===== src/rtl/cpu_pkg.sv =====
// ---------------------------------------------------------------------------
// cpu_pkg
// Shared definitions for the accumulator CPU control path.
//   - seqState_t  : instruction sequencer states (3-bit, IDLE = 0)
//   - OP_JMP      : opcode executed inside the sequencer as an unconditional
//                   jump to the literal field
//   - OPC_HI/OPC_LO/LIT_HI : bit positions of the opcode and literal fields
//                   inside a 15-bit instruction word
// ---------------------------------------------------------------------------
package cpu_pkg;

  localparam int INSTR_W = 15;
  localparam int OPC_HI  = 14;
  localparam int OPC_LO  = 8;
  localparam int LIT_HI  = 7;
  localparam int OPC_W   = OPC_HI - OPC_LO + 1;
  localparam int LIT_W   = LIT_HI + 1;

  localparam logic [OPC_W-1:0] OP_JMP = 7'b1010000;

  typedef enum logic [2:0] {
    ST_IDLE  = 3'd0,
    ST_FETCH = 3'd1,
    ST_LOAD  = 3'd2,
    ST_EXEC  = 3'd3,
    ST_HALT  = 3'd4
  } seqState_t;

  // True when the opcode is the locally handled jump.
  function automatic logic isJumpOp(input logic [OPC_W-1:0] opcode);
    return opcode == OP_JMP;
  endfunction

endpackage : cpu_pkg


===== src/rtl/pc_reg.sv =====
// ---------------------------------------------------------------------------
// pc_reg
// Program counter register for the instruction sequencer.
// Priority (highest first): rst_n low, clear, load, inc. Increment wraps
// modulo 2^PC_W.
//   clk        in   system clock
//   rst_n      in   synchronous active-low reset (pc -> 0)
//   clear      in   restart request, pc -> 0
//   load       in   jump, pc -> loadValue
//   inc        in   pc -> pc + 1
//   loadValue  in   PC_W jump target
//   pcValue    out  PC_W current program counter
// ---------------------------------------------------------------------------
module pc_reg #(
  parameter int PC_W = 8
) (
  input  logic            clk,
  input  logic            rst_n,
  input  logic            clear,
  input  logic            load,
  input  logic            inc,
  input  logic [PC_W-1:0] loadValue,
  output logic [PC_W-1:0] pcValue
);

  // NOTE: state registers use non-blocking (<=) so every flop samples the
  // pre-edge values of the others; blocking here would create ordering races.
  always_ff @(posedge clk) begin
    if (!rst_n || clear) begin
      pcValue <= '0;
    end else if (load) begin
      pcValue <= loadValue;
    end else if (inc) begin
      pcValue <= pcValue + PC_W'(1);
    end
  end

endmodule : pc_reg


===== src/rtl/instr_sequencer.sv =====
// ---------------------------------------------------------------------------
// instr_sequencer
// Multi-cycle FETCH / LOAD / EXEC sequencer for the accumulator CPU. Owns the
// program counter, latches the ROM word into the instruction register, and
// turns the decoder's load requests into one-cycle register write strobes
// (exactly one EXEC cycle per instruction). OP_JMP is executed here.
//
// Optional feature: define SEQ_STEP_EN to add single-step control
// (step_mode, step). Without it the sequencer is controlled by run only.
//
// Ports:
//   clk            in   system clock
//   rst_n          in   synchronous active-low reset
//   run            in   1 = free-run, 0 = stop at next instruction boundary
//   restart        in   pulse; in IDLE/HALT clears pc and leaves HALT
//   im_addr        out  PC_W ROM address (always pc)
//   im_data        in   15   ROM data, valid one cycle after im_addr
//   ir_opcode      out  7    IR[14:8] to the opcode decoder
//   ir_lit         out  8    IR[7:0] to the literal mux
//   dec_regA_load  in   decoder load request for regA
//   dec_regB_load  in   decoder load request for regB
//   regA_we        out  regA write strobe (EXEC only)
//   regB_we        out  regB write strobe (EXEC only)
//   exec           out  high during EXEC
//   halted         out  high in HALT
//   pc             out  PC_W current program counter
//   step_mode      in   (SEQ_STEP_EN) 1 = one instruction per step pulse
//   step           in   (SEQ_STEP_EN) step pulse, honoured only in IDLE
// ---------------------------------------------------------------------------
module instr_sequencer
  import cpu_pkg::*;
#(
  parameter int PC_W      = 8,
  parameter int PROG_LAST = 255
) (
  input  logic               clk,
  input  logic               rst_n,
  input  logic               run,
  input  logic               restart,
  output logic [PC_W-1:0]    im_addr,
  input  logic [INSTR_W-1:0] im_data,
  output logic [OPC_W-1:0]   ir_opcode,
  output logic [LIT_W-1:0]   ir_lit,
  input  logic               dec_regA_load,
  input  logic               dec_regB_load,
  output logic               regA_we,
  output logic               regB_we,
  output logic               exec,
  output logic               halted,
`ifdef SEQ_STEP_EN
  input  logic               step_mode,
  input  logic               step,
`endif
  output logic [PC_W-1:0]    pc
);

  seqState_t          state;
  logic [INSTR_W-1:0] ir;

  logic stepMode;   // EXEC always returns to IDLE when set
  logic startReq;   // condition that moves IDLE to FETCH
  logic isJump;
  logic atLast;
  logic pcClear;
  logic pcLoad;
  logic pcInc;

`ifdef SEQ_STEP_EN
  assign stepMode = step_mode;
  assign startReq = step_mode ? step : run;
`else
  assign stepMode = 1'b0;
  assign startReq = run;
`endif

  assign ir_opcode = ir[OPC_HI:OPC_LO];
  assign ir_lit    = ir[LIT_HI:0];
  assign isJump    = isJumpOp(ir_opcode);
  assign atLast    = (pc == PC_W'(PROG_LAST));
  assign im_addr   = pc;

  // restart is only honoured at instruction boundaries (IDLE or HALT).
  assign pcClear = restart && ((state == ST_IDLE) || (state == ST_HALT));
  assign pcLoad  = (state == ST_EXEC) && isJump;
  assign pcInc   = (state == ST_EXEC) && !isJump;

  pc_reg #(
    .PC_W (PC_W)
  ) u_pc_reg (
    .clk       (clk),
    .rst_n     (rst_n),
    .clear     (pcClear),
    .load      (pcLoad),
    .inc       (pcInc),
    .loadValue (PC_W'(ir_lit)),
    .pcValue   (pc)
  );

  // Strobes are combinational from the registered exec flag so that the
  // register file writes on the same edge that advances pc. rst_n is folded
  // in because a synchronous reset landing on an EXEC edge must win: the
  // instruction is abandoned and nothing is written.
  assign regA_we = exec && rst_n && !isJump && dec_regA_load;
  assign regB_we = exec && rst_n && !isJump && dec_regB_load;

  // Sequencer FSM. exec and halted are registered alongside the state so
  // they are clean flop outputs that track the current state exactly.
  always_ff @(posedge clk) begin
    if (!rst_n) begin
      // NOTE: IR is reset (not left uninitialised) because its fields are
      // visible outputs feeding the decoder; a random opcode after reset
      // could request a load the moment EXEC is entered by other means.
      state  <= ST_IDLE;
      ir     <= '0;
      exec   <= 1'b0;
      halted <= 1'b0;
    end else begin
      case (state)
        ST_IDLE: begin
          if (!restart && startReq) begin
            state <= ST_FETCH;
          end
        end

        // im_addr = pc is on the bus; the ROM samples it at this edge.
        ST_FETCH: begin
          state <= ST_LOAD;
        end

        ST_LOAD: begin
          ir    <= im_data;
          state <= ST_EXEC;
          exec  <= 1'b1;
        end

        // Exit priority: last instruction halts, then stepping / run low
        // return to IDLE, otherwise keep fetching.
        ST_EXEC: begin
          exec <= 1'b0;
          if (atLast) begin
            state  <= ST_HALT;
            halted <= 1'b1;
          end else if (stepMode || !run) begin
            state <= ST_IDLE;
          end else begin
            state <= ST_FETCH;
          end
        end

        ST_HALT: begin
          if (restart) begin
            state  <= ST_IDLE;
            halted <= 1'b0;
          end
        end

        default: begin
          state  <= ST_IDLE;
          exec   <= 1'b0;
          halted <= 1'b0;
        end
      endcase
    end
  end

endmodule : instr_sequencer


===== config.mk =====
export PLATFORM = sky130hd
export DESIGN_NAME = instr_sequencer
export DESIGN_NICKNAME = d
export VERILOG_FILES = /design/src/rtl/cpu_pkg.sv /design/src/rtl/pc_reg.sv /design/src/rtl/instr_sequencer.sv
export SDC_FILE = /design/constraint.sdc
export NUM_CORES = 1
export LEC_CHECK = 0
export ABC_AREA = 1
export BUFFER_PORTS_ARGS = -buffer_cell sky130_fd_sc_hd__buf_2
export CORE_UTILIZATION = 48
export DETAILED_ROUTE_END_ITERATION = 10
export PLACE_DENSITY = 0.79
export SETUP_SLACK_MARGIN = 0.05
export SYNTH_ARGS = -nofsm -noshare
export SYNTH_HDL_FRONTEND = slang
export SYNTH_SLANG_ARGS = --single-unit

===== constraint.sdc =====
create_clock -name clk -period 1.26 [get_ports clk]
set_input_delay 0.063 -clock clk [delete_from_list [all_inputs] [get_ports clk]]
set_output_delay 0.063 -clock clk [all_outputs]
set_load 0.05 [all_outputs]

Yosys cells after proc, flatten, opt, wreduce, memory -nomap -nowiden
Cells that the tools add are included.
{ "word_totals": {"register_bits": 28, "latch_bits": 0, "ram_bits": 0, "mem_bits_ro": 0, "in_bits": 21, "out_inout_bits": 35, "mem_count": 0} }
{ "classes": {"n_addsub": 1, "mul": 0, "n_div": 0, "n_lt_le_gt_ge": 0, "eq_ne": 9, "shift": 0, "muxes": 11, "bitwise_logic": 1, "n_reduce_logical": 19} }
{ "op_table": {"columns": ["operator", "n"], "rows": [
  ["$mux 8", 2],
  ["$pmux 3 s5", 1],
  ["$mux 3", 3],
  ["$add 8x1->8 const B", 1],
  ["$eq 8x8->1 const B", 1],
  ["$logic_and 1x1->1", 8],
  ["$eq 7x7->1 const B", 1],
  ["$eq 3x2->1 const B", 2],
  ["$reduce_or 3->1", 2],
  ["$ne 2x2->1 const B", 2],
  ["$eq 3x1->1 const B", 1],
  ["$eq 3x3->1 const B", 1],
  ["$logic_not 1->1", 3],
  ["$logic_not 3->1", 1],
  ["$mux 1", 3],
  ["$pmux 1 s3", 1],
  ["$reduce_and 3->1", 1],
  ["$logic_or 1x1->1", 2],
  ["$ne 2x1->1 const B", 1],
  ["$pmux 1 s2", 1],
  ["$reduce_and 2->1", 1],
  ["$reduce_bool 2->1", 1],
  ["$not 1->1", 1]
]} }

Depth between registers and ports, before layout
{ "depth": {"word_depth": 5, "ltp_mapped": 9} }

Modules after synthesis
A second synthesis with hierarchy kept.
{ "hier_totals": {"cells_unflattened": 205, "hier_area_um2": 1453.9} }
{ "modules_own_cells": {"columns": ["module", "n_inst", "cells_each", "area_each_um2", "seq_area_each_um2"], "rows": [
  ["instr_sequencer", 1, 133, 934.6, 400.4],
  ["pc_reg", 1, 72, 519.2, 160.2]
]} }

Worst setup path before layout
OpenSTA, ideal clock, no wires.
{ "synth_path": {"kind": "reg2out", "from": "register ir[11]", "to": "output regA_we", "arrival_ns": 1.676, "t_required_ns": 1.197, "setup_slack_ns": -0.479, "path_stages_with_launch": 7, "path_cell_list": "dfxtp_1 > inv_1 > nand2_1 > nor2_1 > nand2_1 > nand3_1 > nor2_1"} }
{ "synth_between": {"elab_chain_cells": 4} }
{ "synth_lines": {"columns": ["element", "line_no", "source"], "rows": [
  ["from (decl)", "instr_sequencer.sv:58", "logic [INSTR_W-1:0] ir;"],
  ["from (signal assigned)", "instr_sequencer.sv:131", "ir <= im_data;"],
  ["$eq 7x7->1", "cpu_pkg.sv:31", "return opcode == OP_JMP;"],
  ["$logic_not 1->1", "instr_sequencer.sv:103", "assign regA_we = exec && rst_n && !isJump && dec_regA_load;"],
  ["$logic_and 1x1->1 (2 in series)", "instr_sequencer.sv:103", null],
  ["to (decl)", "instr_sequencer.sv:46", "output logic regA_we,"]
]} }
Every way passes these cells.

Final worst setup path
{ "layout_path": {"from": "register ir[13]", "to": "output regB_we"} }
{ "layout_between": {"elab_chain_cells": 4} }
{ "layout_lines": {"columns": ["element", "line_no", "source"], "rows": [
  ["$eq 7x7->1", "cpu_pkg.sv:31", null],
  ["$logic_not 1->1", "instr_sequencer.sv:104", "assign regB_we = exec && rst_n && !isJump && dec_regB_load;"],
  ["$logic_and 1x1->1 (2 in series)", "instr_sequencer.sv:104", null],
  ["to (decl)", "instr_sequencer.sv:47", "output logic regB_we,"]
]} }
Every way passes these cells.

==> flow_summary.ini <==
[worst_hold_path]
whs_endpoint = ir[2]$_SDFFE_PN0P_
hold_start = im_data[2]
hold_path_class = in -> reg
holdPathStages = 3

[logic_synthesis]
ys_ff_latch = 28
yosysTopAreaCell = dfxtp_1
avgSynthCellArea_um2 = 6.81
seq_area_frac_synth_pct = 39.8
synth_cells = 207
netlist_top_cells_area = dfxtp_1, nand2_1, a21oi_1, nor2_1, o21ai_0
ys_types = 24
synth_warnings = 0
synth.net_count = 229
yosysTopAreaCellShare_pct = 39.8
syn_area_um2 = 1410

[power]
peakVddDrop_uv = 1350
power_frac_comb_pct = 35.1
swShare_pct = 39.5
internal-power_w = 0.00134
pwr_density_cell_nw_per_um2 = 999
clkPwrFrac_pct = 18.5
seqPwrFrac_pct = 46.4
p_leak_nw = 1.06
p_switching_w = 0.000878

[worst_setup_path]
cp_num_buf_inv = 2
reg2reg_slack_ns = -0.12
critPathLaunchType = register
end_kind = output port
cp.required_ns = 1.20
crit_type = reg -> out
critical_path.max_fanout = 2
ff2ff_path_depth = 10
r2r-start = ir[11]$_SDFFE_PN0P_
crit_slowest_cell = dfxtp_4
slowest_delay_ns = 0.38
cpLargestDelayFamily = simple AND/OR/NAND/NOR gates
reg2reg_to = u_pc_reg.pcValue[0]$_SDFFE_PP0P_
crit_chain = inv_4 > nand2_4 > nor2_4 > nand2_4 > nand3_4 > nor2_4 > buf_8
crit_arrival_ns = 1.35

[die]
fp-row-count = 19
coreArea_um2 = 2780
io_pins = 56
die-area_um2 = 3160
chipWidth_um = 56.2
start_util_pct = 50.7
fp.dieH_um = 56.2

[cts]
cts_buffer_depth = 2
htreeDepth = 1
cts_root_buffer = clkbuf_4
path_clk_slew_ns = 0.16
cts-buffers-inserted = 3
cts.sinks = 28
cts_tree = yes
clkLatencyLatePin_ns = 0.36

[final_layout]
drive_above_1_share_pct = 52.1
area_delta_synth_final_pct = 57.8
diodes = 0
fin_nets = 305
postLayoutCellArea_um2 = 2220
fin_util_pct = 80.0

[drt]
vias = 1690
drt-met1-wl_mm = 1.75
wl_met2_mm = 2.45
wl_per_cell_um = 14.4
met3_length_um = 197
first_pass_iters = 4
drc = 0
dr.max_layer_used = met4
viasPerCell = 5.40
drt-initial-drc-count = 51
drt-total-wl_mm = 4.49
postRouteAntennaNets = 0

[sta]
rsz0062_at_grt = true
period_share_pct = 112
period_minus_slack_ns = 1.41
report.final.slew_viol_count = 0
slew_headroom_pct = 78.9
finClkSkew_ns = 0.0129
fin_ws_ns = -0.155
setup_viol = 10
hold_viol_final = 4
hold_slack_ns = -0.0202
worst_pin_slew_ns = 0.313
max_freq_ghz = 0.707

[run]
maxCapViolCount = 0

[global_route]
grt_pass1_wl_mm = 6.15
grt_antenna_before_repair = 0
grtUsageTotal_pct = 24.6
grt_max_degree = 22
grt-ovfl-total = 0
grt_pass1_vias = 1469

[placed_design]
place.gp.congestion = 0.828
io_buffer_count = 55
dpl_cell_area_um2 = 1770
dp_hpwl_mm = 2.44

[status]
violations = negative hold slack, negative setup slack
outcome = finished with violations
-- cells in the final DEF, fill, tap and decap left out, types with 5 or more instances in the layout --
| master | n |
|---|---|
| nand2_2 | 8 |
| o21ai_0 | 15 |
| nand3_1 | 9 |
| a21oi_1 | 16 |
| dfxtp_2 | 11 |
| nand2_1 | 27 |
| a21oi_2 | 10 |
| dfxtp_4 | 8 |
| buf_2 | 51 |
| buf_6 | 10 |
| nand3_2 | 6 |
| buf_4 | 11 |
| dlygate4sd3_1 | 11 |
| inv_1 | 19 |
| nor2_4 | 6 |
| inv_2 | 5 |
| dfxtp_1 | 9 |
| nor2_1 | 21 |
-- power by group through the flow --
stage | combinational, W | clock, W | sequential (W)
CTS | 0.000677 | 0.000394 | 0.00101
finish | 0.000780 | 0.000410 | 0.00103
global placement | 0.000617 | 0 | 0.00103
detailed placement | 0.000620 | 0 | 0.00103
global route | 0.000829 | 0.000441 | 0.00104
floorplan | 0.000231 | 0 | 0.00125
-- tightest hold or removal path: stages --
cell     delay, ns
buf_2         0.07
o21ai_0       0.07
nor2_1        0.10
-- sequential cells by signal, indices dropped and copies added, names as in the netlist --
| register | cells |
|---|---|
| exec | 1 |
| halted | 1 |
| ir | 15 |
| state | 3 |
| u_pc_reg.pcValue | 8 |
-- repair_timing --
action | in CTS | in global routing
setup endpoints to repair | 7 | 25
pin swaps | 5 | 20
hold endpoints to repair | 10 | 1
cloned | 1 | 0
hold buffers | 10 | 1
gates resized for setup | 18 | 58
buffers inserted | 7 | 4
-- cells by family (layout without fill, tap and decap cells) --
logic type	after synthesis	after routing	share of synthesized area, %
XOR/XNOR	2	2	1.24
buffers and inverters	41	116	13.8
AO/OA/AOI/OAI	49	49	18.1
flip-flops	28	28	39.8
adder cells (fa/ha/maj)	1	1	0.887
AND/OR/NAND/NOR	86	86	26.2
-- Yosys cell counts --
master,count
dfxtp_1,28
nor3b_1,1
o221a_2,1
ha_1,1
buf_6,1
o21ai_0,19
clkbuf_1,1
xor2_1,1
buf_2,3
o21ai_1,3
or2_2,1
nor2_1,27
a21oi_2,1
buf_4,8
nand3_1,15
inv_2,5
nor3_4,1
a21oi_1,25
xnor2_1,1
nand3_2,1
nand2_1,39
buf_1,1
nand4_1,1
inv_1,22
-- worst max path at each step --
stage	startpoint	to	slack [ns]	cells past startpoint
3_5_place_dp	ir[13]$_SDFFE_PN0P_	u_pc_reg.pcValue[5]$_SDFFE_PP0P_	0.02	8
2_1_floorplan	ir[9]$_SDFFE_PN0P_	regA_we	0.05	4
5_1_grt	ir[11]$_SDFFE_PN0P_	regB_we	-0.20	7
4_1_cts	ir[14]$_SDFFE_PN0P_	regA_we	-0.14	5
6_report	ir[13]$_SDFFE_PN0P_	regB_we	-0.15	7
3_3_place_gp	ir[11]$_SDFFE_PN0P_	regA_we	0.06	7
-- routing by layer --
| metal | track usage, % | up-vias |
|---|---|---|
| met5 | 0 | - |
| met3 | 5.12 | 9 |
| met4 | 7.67 | 0 |
| li1 | - | 817 |
| met1 | 29.7 | 805 |
| met2 | 43.5 | 59 |
-- layout make-up --
| class | instances | area, um2 |
|---|---|---|
| clock buffers | 4 | 26.3 |
| inverters | 27 | 109 |
| multi-input cells | 138 | 863 |
| fillers | 190 | 557 |
| well taps | 31 | 38.8 |
| repair buffers | 85 | 583 |
| flip-flops and latches | 28 | 604 |
-- per-stage QoR --
step	TNS [ns]	total power, W	hold slack, ns	setup WS, ns	cells
after floorplan	0	0.00148	0.220	0.0476	207
after global placement	0	0.00165	0.312	0.0618	288
after detailed placement	0	0.00165	0.323	0.0152	288
after CTS	-0.568	0.00208	0.00121	-0.144	310
after global routing	-1.47	0.00231	-0.0144	-0.204	313
final	-0.883	0.00222	-0.0202	-0.155	313
(Power assumes the default switching activity.)
